`src/rtl/mac_sequencer.sv`:
```
// Sequences RAM/ROM reads and MAC enables for one matrix-vector product, one row at a time.
// Build option: define MAC_SEQ_RELU_EN to clamp negative row results to zero at capture.
module mac_sequencer #(
  parameter int ADDR_W   = 4,
  parameter int ROM_AW   = 6,
  parameter int VEC_LEN  = 8,
  parameter int NUM_ROWS = 4,
  parameter int ROW_W    = 2,
  parameter int MEM_LAT  = 1,
  parameter int ACC_W    = 12
) (
  input  logic              clk,
  input  logic              rst,
  input  logic              start,
  output logic              busy,
  output logic              mem_re,
  output logic [ADDR_W-1:0] ram_addr,
  output logic [ROM_AW-1:0] rom_addr,
  output logic              acc_clr,
  output logic              mac_en,
  input  logic [ACC_W-1:0]  acc_in,
  output logic              res_valid,
  input  logic              res_ready,
  output logic [ACC_W-1:0]  res_data,
  output logic [ROW_W-1:0]  res_row,
  output logic              done
);

  // Result handshake: a row result transfers in any cycle where res_valid && res_ready;
  // res_data/res_row stay stable while res_valid is high and res_ready is low.
  typedef enum logic [2:0] {
    IDLE     = 3'd0,
    CLEAR    = 3'd1,
    ISSUE    = 3'd2,
    DRAIN    = 3'd3,
    CAPTURE  = 3'd4,
    WAIT_ACK = 3'd5
  } state_t;

  state_t state, state_nxt;

  logic [ROW_W-1:0]   row;
  logic [1:0]         drain_cnt;
  logic [MEM_LAT-1:0] re_pipe;
  logic               last_k;
  logic               drain_done;
  logic               res_fire;
  logic               last_row;
  logic [ROM_AW-1:0]  row_base;
  logic [ACC_W-1:0]   capture_val;

  // ram_addr doubles as the element index k
  assign last_k     = (ram_addr == ADDR_W'(VEC_LEN - 1));
  assign drain_done = (drain_cnt == 2'(MEM_LAT - 1));
  assign res_fire   = res_valid && res_ready;
  assign last_row   = (row == ROW_W'(NUM_ROWS - 1));
  assign row_base   = ROM_AW'(row) * ROM_AW'(VEC_LEN);
  assign mac_en     = re_pipe[MEM_LAT-1];

`ifdef MAC_SEQ_RELU_EN
  assign capture_val = acc_in[ACC_W-1] ? '0 : acc_in;
`else
  assign capture_val = acc_in;
`endif

  always_comb begin
    state_nxt = state;
    busy      = 1'b1;
    acc_clr   = 1'b0;
    mem_re    = 1'b0;
    case (state)
      IDLE: begin
        busy = 1'b0;
        if (start) state_nxt = CLEAR;
      end
      CLEAR: begin
        acc_clr   = 1'b1;
        state_nxt = ISSUE;
      end
      ISSUE: begin
        mem_re = 1'b1;
        if (last_k) state_nxt = DRAIN;
      end
      DRAIN: begin
        if (drain_done) state_nxt = CAPTURE;
      end
      CAPTURE: state_nxt = WAIT_ACK;
      WAIT_ACK: begin
        if (res_fire) state_nxt = last_row ? IDLE : CLEAR;
      end
      default: state_nxt = IDLE;
    endcase
  end

  always_ff @(posedge clk) begin
    if (rst) begin
      state     <= IDLE;
      row       <= '0;
      ram_addr  <= '0;
      rom_addr  <= '0;
      drain_cnt <= '0;
      re_pipe   <= '0;
      res_valid <= 1'b0;
      res_data  <= '0;
      res_row   <= '0;
      done      <= 1'b0;
    end else begin
      state <= state_nxt;
      done  <= (state == WAIT_ACK) && res_fire && last_row;
      // mac_en is mem_re seen MEM_LAT cycles later, matching read data arrival
      re_pipe[0] <= mem_re;
      for (int i = 1; i < MEM_LAT; i++) re_pipe[i] <= re_pipe[i-1];
      case (state)
        CLEAR: begin
          ram_addr <= '0;
          rom_addr <= row_base;
        end
        ISSUE: begin
          drain_cnt <= '0;
          if (!last_k) begin
            ram_addr <= ram_addr + 1'b1;
            rom_addr <= rom_addr + 1'b1;
          end
        end
        DRAIN: drain_cnt <= drain_cnt + 1'b1;
        CAPTURE: begin
          res_valid <= 1'b1;
          res_data  <= capture_val;
          res_row   <= row;
        end
        WAIT_ACK: begin
          if (res_fire) begin
            res_valid <= 1'b0;
            row       <= last_row ? '0 : row + 1'b1;
          end
        end
        default: ;
      endcase
    end
  end

endmodule

```
`config.mk`:
```
export PLATFORM = sky130hd
export DESIGN_NAME = mac_sequencer
export DESIGN_NICKNAME = d
export VERILOG_FILES = /design/src/rtl/mac_sequencer.sv
export SDC_FILE = /design/constraint.sdc
export NUM_CORES = 1
export LEC_CHECK = 0
export ABC_AREA = 1
export CAP_MARGIN = 20
export CORE_MARGIN = 2
export CORE_UTILIZATION = 45
export CTS_CLUSTER_SIZE = 16
export DETAILED_ROUTE_END_ITERATION = 6
export GPL_TIMING_DRIVEN = 0
export MAX_ROUTING_LAYER = met4
export PLACE_DENSITY_LB_ADDON = 0.3
export SLEW_MARGIN = 20
export SYNTH_ARGS = -nofsm -noshare
export SYNTH_HDL_FRONTEND = slang
export SYNTH_SLANG_ARGS = --single-unit
export TNS_END_PERCENT = 100
```
`constraint.sdc`:
```
create_clock -name clk -period 1.85 [get_ports clk]
set_input_delay 0.37 -clock clk [delete_from_list [all_inputs] [get_ports clk]]
set_output_delay 0.37 -clock clk [all_outputs]
set_load 0.01 [all_outputs]
```
==> results of run 1 <==
[layout by cell type, fill, tap and decap left out, types with 2 or more instances in the layout]
master,synthesis,final
clkbuf_4,0,5
nor2_1,55,55
dfxtp_1,34,32
o21ai_1,3,3
nand4_1,3,3
nand2_2,2,2
a21oi_1,12,12
nand3_1,11,11
clkbuf_1,4,4
ha_1,4,4
dlygate4sd2_1,0,3
dfxtp_2,0,2
o21ai_0,22,22
inv_2,6,6
inv_1,16,16
clkinv_2,0,2
clkdlybuf4s50_1,0,41
nand2_1,34,34
[per-layer routing]
metal | wire length [um] | up-vias | global-route usage (%)
met5 | 0 | - | -
li1 | - | 789 | -
met4 | 67 | 0 | 8.21
met2 | 1660 | 45 | 34.2
met1 | 1500 | 663 | 23.5
met3 | 221 | 7 | 6.83
[cell families after synthesis]
family                     after synthesis  synth area share [%]
AOI/OAI and AO/OA                       37                  12.2
DFF                                     34                  44.9
adders and majority gates                4                  3.30
buffers and inverters                   29                  7.35
and+or+nand+nor                        113                  32.2
[what timing repair did]
action	CTS	global route
gates resized for setup	7	0
hold buffers	0	0
setup endpoints to repair	3	0
hold endpoints to repair	0	0
[area by class of cell]
| class | instances | share of cell area [%] |
|---|---|---|
| Multi-Input combinational cell | 154 | 35.3 |
| Sequential cell | 34 | 33.0 |
| Timing Repair Buffer | 44 | 21.1 |
| Clock buffer | 5 | 1.81 |
| Clock inverter | 2 | 0.484 |
| Buffer | 6 | 1.33 |
| Tap cell | 46 | 2.78 |
| Inverter | 23 | 4.17 |
[state kept, by name (all words and copies together) (netlist names)]
signal	count
res_data	12
rom_addr	6
ram_addr	4
state	3
drain_cnt	2
res_row	2
row	2
done	1
mac_en	1
res_valid	1
[metrics by stage]
step	utilization, %	area [sq um]	total power [mW]
finish	63.0	2070	2.68
global route	63.0	2070	2.91
CTS	63.0	2070	2.70
detailed placement	61.3	2010	2.32
global placement	61.3	2010	2.29
floorplan	-	1520	1.80
[how the worst min path moves through the flow]
stage	slack [ns]	cells after the start	to
after floorplan	0.42	1	drain_cnt[0]$_SDFFE_PP0P_
after global placement	0.44	1	drain_cnt[0]$_SDFFE_PP0P_
after detailed placement	0.44	1	drain_cnt[0]$_SDFFE_PP0P_
after CTS	0.39	2	res_valid$_SDFFE_PP0P_
after global routing	0.42	2	drain_cnt[1]$_SDFFE_PP0P_
final	0.40	2	res_valid$_SDFFE_PP0P_
[worst register-to-register path, stage by stage (launching register included)]
cell	delay, ns
dfxtp_1	0.35
ha_1	0.24
nand2_1	0.10
nor2_1	0.04
nor2_1	0.28
nor2_2	0.13
o21ai_0	0.19
nor2_1	0.05
[power by group through the flow]
stage	registers, mW	logic (mW)	clock network (mW)
2_1_floorplan	1.07	0.734	0
3_3_place_gp	1.03	1.27	0
3_5_place_dp	1.03	1.28	0
4_1_cts	1.03	1.28	0.392
5_1_grt	1.05	1.43	0.421
6_report	1.03	1.27	0.379
==> results_dict.tcl, run 1 <==
set metrics [dict create \
    area_delta_synth_final_pct 36.5 \
    pre_cts_slack_ns 0.130 \
    power_density_nw_per_um2 1290 \
    synth_commonest_cells "55 x nor2_1, 34 x dfxtp_1, 34 x nand2_1" \
    start_kind "register" \
    avgViaCountPerCell 4.79 \
    synth_seq_cells 34 \
    vias 1504 \
    cp.buffers_inverters 1 \
    yosysTopAreaCellShare_pct 44.9 \
    ir_drop_uv 932 \
    fin_cells 314 \
    startpoint "rom_addr[0]$_SDFFE_PP0P_" \
    fin_nets 288 \
    ios 46 \
    synth_nets 237 \
    syn_inst 217 \
    synthTopCellsByArea "dfxtp_1 45%, nor2_1 14%, nand2_1 8.4%, o21ai_0 7.3%, a21oi_1 4.0%" \
    grt_start_max_net_pins 11 \
    nFillCells 316 \
    crit_type "register to output pin" \
    rsz0062_at_grt "false" \
    clock_latency_ns 0.34 \
    r2r_setup_slack_ns 0.37 \
    die_x_um 62.0 \
    endpoint "rom_addr[0]" \
    hp-class "input port to register" \
    combPwrFrac_pct 47.4 \
    drc_errors 0 \
    track_usage_pct 20.9 \
    post-place-cells 307 \
    clkPwrFrac_pct 14.1 \
    synth.distinct_cells 23 \
    hold_viol 0 \
    drt_iter0_markers 85 \
    yosysTopAreaCell "dfxtp_1" \
    grt_pass1_vias 1313 \
    cp_num_cells 1 \
    die_area_sq_um 3850 \
    switching_share_pct 41.3 \
    internal-power_mw 1.57 \
    tightestPinTransition_ns 0.405 \
    grt_overflow 0 \
    syn_avg_cell_area_sq_um 6.98 \
    synth_area_sq_um 1520 \
    cts.sinks 34 \
    synth_seq_area_share_pct 44.9 \
    post-route-min-period_ns 1.74 \
    async_flop_share_pct 0 \
    post-dp-hpwl_mm 2.65 \
    routabilityCongestion 0.822 \
    synth_warnings 0 \
    critPathArrivalTime_ns 1.37 \
    io_buffers 44 \
    holdWs_ns 0.399 \
    wl_per_cell_um 11.0 \
    rr_worst_depth 7 \
    cts-root-buf "clkbuf_4" \
    start_util_pct 46.1 \
    ctsLongestPathBuffers 2 \
    cts-buffers-inserted 5 \
    drv_cap 0 \
    p_sw_mw 1.11 \
    synthFlopType "dfxtp_1" \
    reg2reg_to "rom_addr[2]$_SDFFE_PP0P_" \
    htreeDepth 2 \
    drive_above_1_share_pct 8.96 \
    seq_power_share_pct 38.5 \
    synth_edf_count 0 \
    tns_ns 0 \
    period_share_pct 94.0 \
    num_antenna_cells 0 \
    num_rows 21 \
    drt_first_pass_iters 4 \
    multi_input_area_sq_um 729 \
    relSlewSlack_pct 73.0 \
    rr_startpoint "ram_addr[0]$_SDFFE_PP0P_" \
    path_max_fanout 6 \
    antenna_found_initial 0 \
    cts_setup_buffers 0 \
    hp-start "rst" \
    core-area_sq_um 3280 \
    path_cells "clkdlybuf4s50_1" \
    slew_viol_final 0 \
    setup-violations-final 0 \
    ant_nets 0 \
    crit_slowest_cell "clkdlybuf4s50_1" \
    required_ns 1.48 \
    max_stage_delay_ns 0.58 \
    timing.final.ws_setup_ns 0.112 \
    timing.fmax_ghz 0.575 \
    grt_pass1_wl_mm 5.60 \
    status "complete, no violations" \
    finClkSkew_ns 0.00518 \
    worst_setup_path_end_kind "output pin" \
    cts_tree "built" \
    cpLargestDelayFamily "buffers and inverters" \
    p_leak_nw 0.864 \
    dieHeight_um 62.0 \
    final-seq-area_sq_um 683 \
    wl_mm 3.44 \
    clkTransAtPathRegs_ns 0.10 \
    yosysMostFrequentCell "nor2_1" \
]
Note: power is estimated with default switching activity, not from simulation.
==> run 2, diff against run 1 <==
--- a/config.mk
+++ b/config.mk
@@ -12,8 +12,9 @@
 export CTS_CLUSTER_SIZE = 16
 export DETAILED_ROUTE_END_ITERATION = 6
 export GPL_TIMING_DRIVEN = 0
+export HOLD_SLACK_MARGIN = 0.15
 export MAX_ROUTING_LAYER = met4
-export PLACE_DENSITY_LB_ADDON = 0.3
+export PLACE_DENSITY = 0.73
 export SLEW_MARGIN = 20
 export SYNTH_ARGS = -nofsm -noshare
 export SYNTH_HDL_FRONTEND = slang
==> results_dict.tcl, run 2 (same netlist as run 1, synthesis figures left out) <==
set metrics [dict create \
    routabilityCongestion 0.840 \
    avgViaCountPerCell 4.72 \
    max_stage_delay_ns 0.39 \
    critPathArrivalTime_ns 1.42 \
    cts-root-buf "clkbuf_4" \
    top_regs "res_data (12), rom_addr (6), ram_addr (4)" \
    crit_slowest_cell "dfxtp_1" \
    drt_first_pass_iters 4 \
    core-area_sq_um 3280 \
    grt_start_max_net_pins 11 \
    layout_common_cells "55 x nor2_1, 41 x clkdlybuf4s50_1, 34 x nand2_1, 33 x dfxtp_1, 22 x o21ai_0" \
    drive_above_1_share_pct 8.58 \
    wl_mm 3.52 \
    finClkSkew_ns 0.0110 \
    tightestPinTransition_ns 0.434 \
    num_antenna_cells 0 \
    ant_nets 0 \
    cts_setup_buffers 0 \
    grt_pass1_wl_mm 5.40 \
    cts_tree "built" \
    die_x_um 62.0 \
    drv_cap 0 \
    io_buffers 44 \
    p_leak_nw 0.877 \
    die_area_sq_um 3850 \
    hp-class "input port to register" \
    drc_errors 0 \
    htreeDepth 2 \
    antenna_found_initial 0 \
    cts.sinks 34 \
    timing.fmax_ghz 0.560 \
    num_rows 21 \
    status "complete, no violations" \
    pre_cts_slack_ns 0.108 \
    slew_viol_final 0 \
    path_max_fanout 7 \
    cpLargestDelayFamily "buffers and inverters" \
    vias 1482 \
    power_density_nw_per_um2 1370 \
    largest_register_ffs 12 \
    rsz0062_at_grt "false" \
    timing.final.ws_setup_ns 0.0642 \
    ios 46 \
    hold_viol 0 \
    final_common_cell "nor2_1" \
    largest-register "res_data" \
    required_ns 1.48 \
    cts_hold_buf 0 \
    area_delta_synth_final_pct 38.6 \
    period_share_pct 96.5 \
    track_usage_pct 20.2 \
    grt_overflow 0 \
    setup-violations-final 0 \
    finalPower_mw 2.88 \
    relSlewSlack_pct 71.0 \
    cp.buffers_inverters 2 \
    post-route-min-period_ns 1.79 \
    post-dp-hpwl_mm 2.48 \
    worst_setup_path_end_kind "output pin" \
    ctsResizeCount 6 \
    drt_iter0_markers 91 \
    wl_per_cell_um 11.2 \
    crit_type "register to output pin" \
    holdWs_ns 0.424 \
    post-place-cells 307 \
    dieHeight_um 62.0 \
    cts-buffers-inserted 5 \
    fin_cells 314 \
    grt_pass1_vias 1233 \
    ctsLongestPathBuffers 2 \
    clkTransAtPathRegs_ns 0.10 \
    fin_nets 288 \
    ir_drop_uv 783 \
    start_util_pct 46.1 \
    tns_ns 0 \
    start_kind "register" \
    path_cells "inv_2 > nand2_2 > nor2_4 > dlygate4sd2_1" \
    clock_latency_ns 0.35 \
]
==> run 2: layout make-up <==
type | instances | area (sq um)
plain buffers | 6 | 27.5
clock buffers | 6 | 51.3
clock inverters | 1 | 30.0
fillers | 311 | 1180
inverters | 23 | 86.3
multi-input cells | 154 | 729
flip-flops and latches | 34 | 682
well taps | 46 | 57.6
repair buffers | 44 | 437
==> run 2: worst paths after layout <==
check / from / endpoint / slack [ns] / cells after the start
setup / recovery: state[0]$_SDFFE_PP0P_ / mem_re / 0.06 / 4
hold / removal: rst / ram_addr[1]$_SDFFE_PP0P_ / 0.42 / 2
setup reg to reg: ram_addr[0]$_SDFFE_PP0P_ / ram_addr[2]$_SDFFE_PP0P_ / 0.40 / 9
hold reg to reg: drain_cnt[0]$_SDFFE_PP0P_ / drain_cnt[0]$_SDFFE_PP0P_ / 0.46 / 1
==> run 2: per-stage QoR <==
stage / utilization, % / area, sq um
after floorplan: - / 1520
after global routing: 64.0 / 2100
after CTS: 64.0 / 2100
after global placement: 61.3 / 2010
final: 64.0 / 2100
after detailed placement: 61.3 / 2010
==> run 2: per-layer routing <==
| layer | vias to the layer above | GRT usage [%] | wire length (um) |
|---|---|---|---|
| li1 | 792 | - | - |
| met1 | 645 | 26.6 | 1690 |
| met2 | 43 | 28.1 | 1560 |
| met3 | 2 | 7.87 | 236 |
| met4 | 0 | 6.69 | 27 |
| met5 | - | - | 0 |
==> run 2: report_power, final <==
part / switching [mW] / internal (mW) / leakage [nW]
combinational: 0.741 / 0.541 / 0.556
sequential: 0.134 / 0.892 / 0.277
clock: 0.254 / 0.315 / 0.0443
total: 1.13 / 1.75 / 0.877
==> run 2: worst reg2reg max path, delay by kind of cell (launching register included) <==
kind	cells	cell delay, ns
buf+inv	1	0.05
flops	1	0.39
fa+ha+maj	1	0.21
simple gates	7	0.74
==> run 3, diff against run 2 <==
--- a/config.mk
+++ b/config.mk
@@ -8,13 +8,13 @@
 export ABC_AREA = 1
 export CAP_MARGIN = 20
 export CORE_MARGIN = 2
-export CORE_UTILIZATION = 45
+export CORE_UTILIZATION = 49
 export CTS_CLUSTER_SIZE = 16
 export DETAILED_ROUTE_END_ITERATION = 6
 export GPL_TIMING_DRIVEN = 0
 export HOLD_SLACK_MARGIN = 0.15
 export MAX_ROUTING_LAYER = met4
-export PLACE_DENSITY = 0.73
+export PLACE_DENSITY = 0.79
 export SLEW_MARGIN = 20
 export SYNTH_ARGS = -nofsm -noshare
 export SYNTH_HDL_FRONTEND = slang
==> results_dict.tcl, run 3 (same netlist as run 1, synthesis figures left out) <==
set metrics [dict create \
    status "complete, no violations" \
    drt_iter0_markers 96 \
    cp.buffers_inverters 2 \
    antenna_found_initial 0 \
    cts.sinks 34 \
    track_usage_pct 23.0 \
    num_rows 20 \
    ctsResizeCount 8 \
    ctsLongestPathBuffers 2 \
    nFillCells 263 \
    die_x_um 59.6 \
    ant_nets 0 \
    drt_first_pass_iters 4 \
    grt_pass1_wl_mm 5.95 \
    grt_overflow 0 \
    setup-violations-final 0 \
    postPlaceCellArea_sq_um 2000 \
    power_density_nw_per_um2 1380 \
    start_kind "register" \
    ir_drop_uv 1150 \
    relSlewSlack_pct 72.3 \
    rsz0062_at_grt "false" \
    num_antenna_cells 0 \
    slew_viol_final 0 \
    wl_per_cell_um 11.6 \
    post-route-min-period_ns 1.71 \
    clkTransAtPathRegs_ns 0.10 \
    p_leak_nw 0.877 \
    postLayoutCoreUtil_pct 69.5 \
    die_area_sq_um 3550 \
    htreeDepth 2 \
    hold_end "ram_addr[1]$_SDFFE_PP0P_" \
    tns_ns 0 \
    wl_mm 3.49 \
    r2r_setup_slack_ns 0.37 \
    timing.fmax_ghz 0.583 \
    hold_viol 0 \
    largest-register "res_data" \
    cts-root-buf "clkbuf_4" \
    stdcell_area_sq_um 2090 \
    hp-class "input port to register" \
    start_util_pct 50.5 \
    finClkSkew_ns 0.0138 \
    critPathArrivalTime_ns 1.34 \
    cts_hold_buf 0 \
    cts-buffers-inserted 5 \
    final_common_cell "nor2_1" \
    routabilityCongestion 0.863 \
    period_share_pct 92.7 \
    hold_path_depth 2 \
    grt_start_max_net_pins 11 \
    cpLargestDelayFamily "buffers and inverters" \
    max_stage_delay_ns 0.37 \
    path_cells "inv_2 > nand2_2 > nor2_4 > dlygate4sd2_1" \
    clock_latency_ns 0.34 \
    io_buffers 44 \
    post-dp-hpwl_mm 2.43 \
    reg2reg_to "ram_addr[2]$_SDFFE_PP0P_" \
    cts_setup_buffers 0 \
    crit_type "register to output pin" \
    path_max_fanout 7 \
    grt_pass1_vias 1384 \
    rr_worst_depth 9 \
    core-area_sq_um 3000 \
    fin_nets 288 \
    cts_tree "built" \
    largest_register_ffs 12 \
    dieHeight_um 59.6 \
    rr_startpoint "ram_addr[0]$_SDFFE_PP0P_" \
    drive_above_1_share_pct 8.96 \
    drv_cap 0 \
    layout_common_cells "55 x nor2_1, 41 x clkdlybuf4s50_1, 34 x nand2_1, 32 x dfxtp_1, 22 x o21ai_0" \
    vias 1483 \
    crit_slowest_cell "dfxtp_2" \
    ios 46 \
    top_regs "res_data (12), rom_addr (6), ram_addr (4)" \
    area_delta_synth_final_pct 37.8 \
    hp-start "rst" \
    avgViaCountPerCell 4.93 \
    worst_setup_path_end_kind "output pin" \
    required_ns 1.48 \
    tightestPinTransition_ns 0.416 \
    drc_errors 0 \
]
-- run 3: layout make-up --
cell class              count  area, sq um  share of cell area (%)
clock buffers               6         51.3                    2.46
well taps                  33         41.3                    1.98
flip-flops and latches     34          686                    32.8
repair buffers             44          437                    20.9
clock inverters             1         30.0                    1.44
multi-input cells         154          729                    34.9
inverters                  23         86.3                    4.13
plain buffers               6         27.5                    1.32
-- run 3: where the power goes --
| part | switching, mW | internal, mW |
|---|---|---|
| logic | 0.743 | 0.541 |
| registers | 0.137 | 0.899 |
| clock network | 0.246 | 0.315 |
| total | 1.13 | 1.75 |
-- run 3: worst max-delay path by stage --
stage | slack (ns) | startpoint | to | depth (start not counted)
6_report | 0.14 | state[0]$_SDFFE_PP0P_ | mem_re | 4
2_1_floorplan | 0.55 | state[2]$_SDFFE_PP0P_ | rom_addr[5]$_SDFFE_PP0P_ | 7
3_5_place_dp | 0.12 | state[0]$_SDFFE_PP0P_ | acc_clr | 3
5_1_grt | 0.06 | state[0]$_SDFFE_PP0P_ | mem_re | 4
4_1_cts | 0.12 | state[0]$_SDFFE_PP0P_ | mem_re | 4
3_3_place_gp | 0.13 | state[2]$_SDFFE_PP0P_ | acc_clr | 3
-- run 3: routing by layer --
metal  vias up  wire (um)  part of all wire, %  GRT usage, %
met3         9        157                  4.5          5.02
met4         0         91                  2.6          11.1
met5         -          0                    0             -
met1       639       1770                   51          31.5
met2        42       1470                   42          32.0
li1        793          -                    -             -
-- run 3: metrics by stage --
step / cells / hold slack [ns] / total power [mW] / setup slack (ns)
floorplan: 217 / 0.422 / 1.80 / 0.551
global placement: 294 / 0.439 / 2.30 / 0.127
detailed placement: 294 / 0.448 / 2.32 / 0.120
CTS: 301 / 0.406 / 2.89 / 0.123
global route: 301 / 0.441 / 3.10 / 0.0649
finish: 301 / 0.420 / 2.88 / 0.135
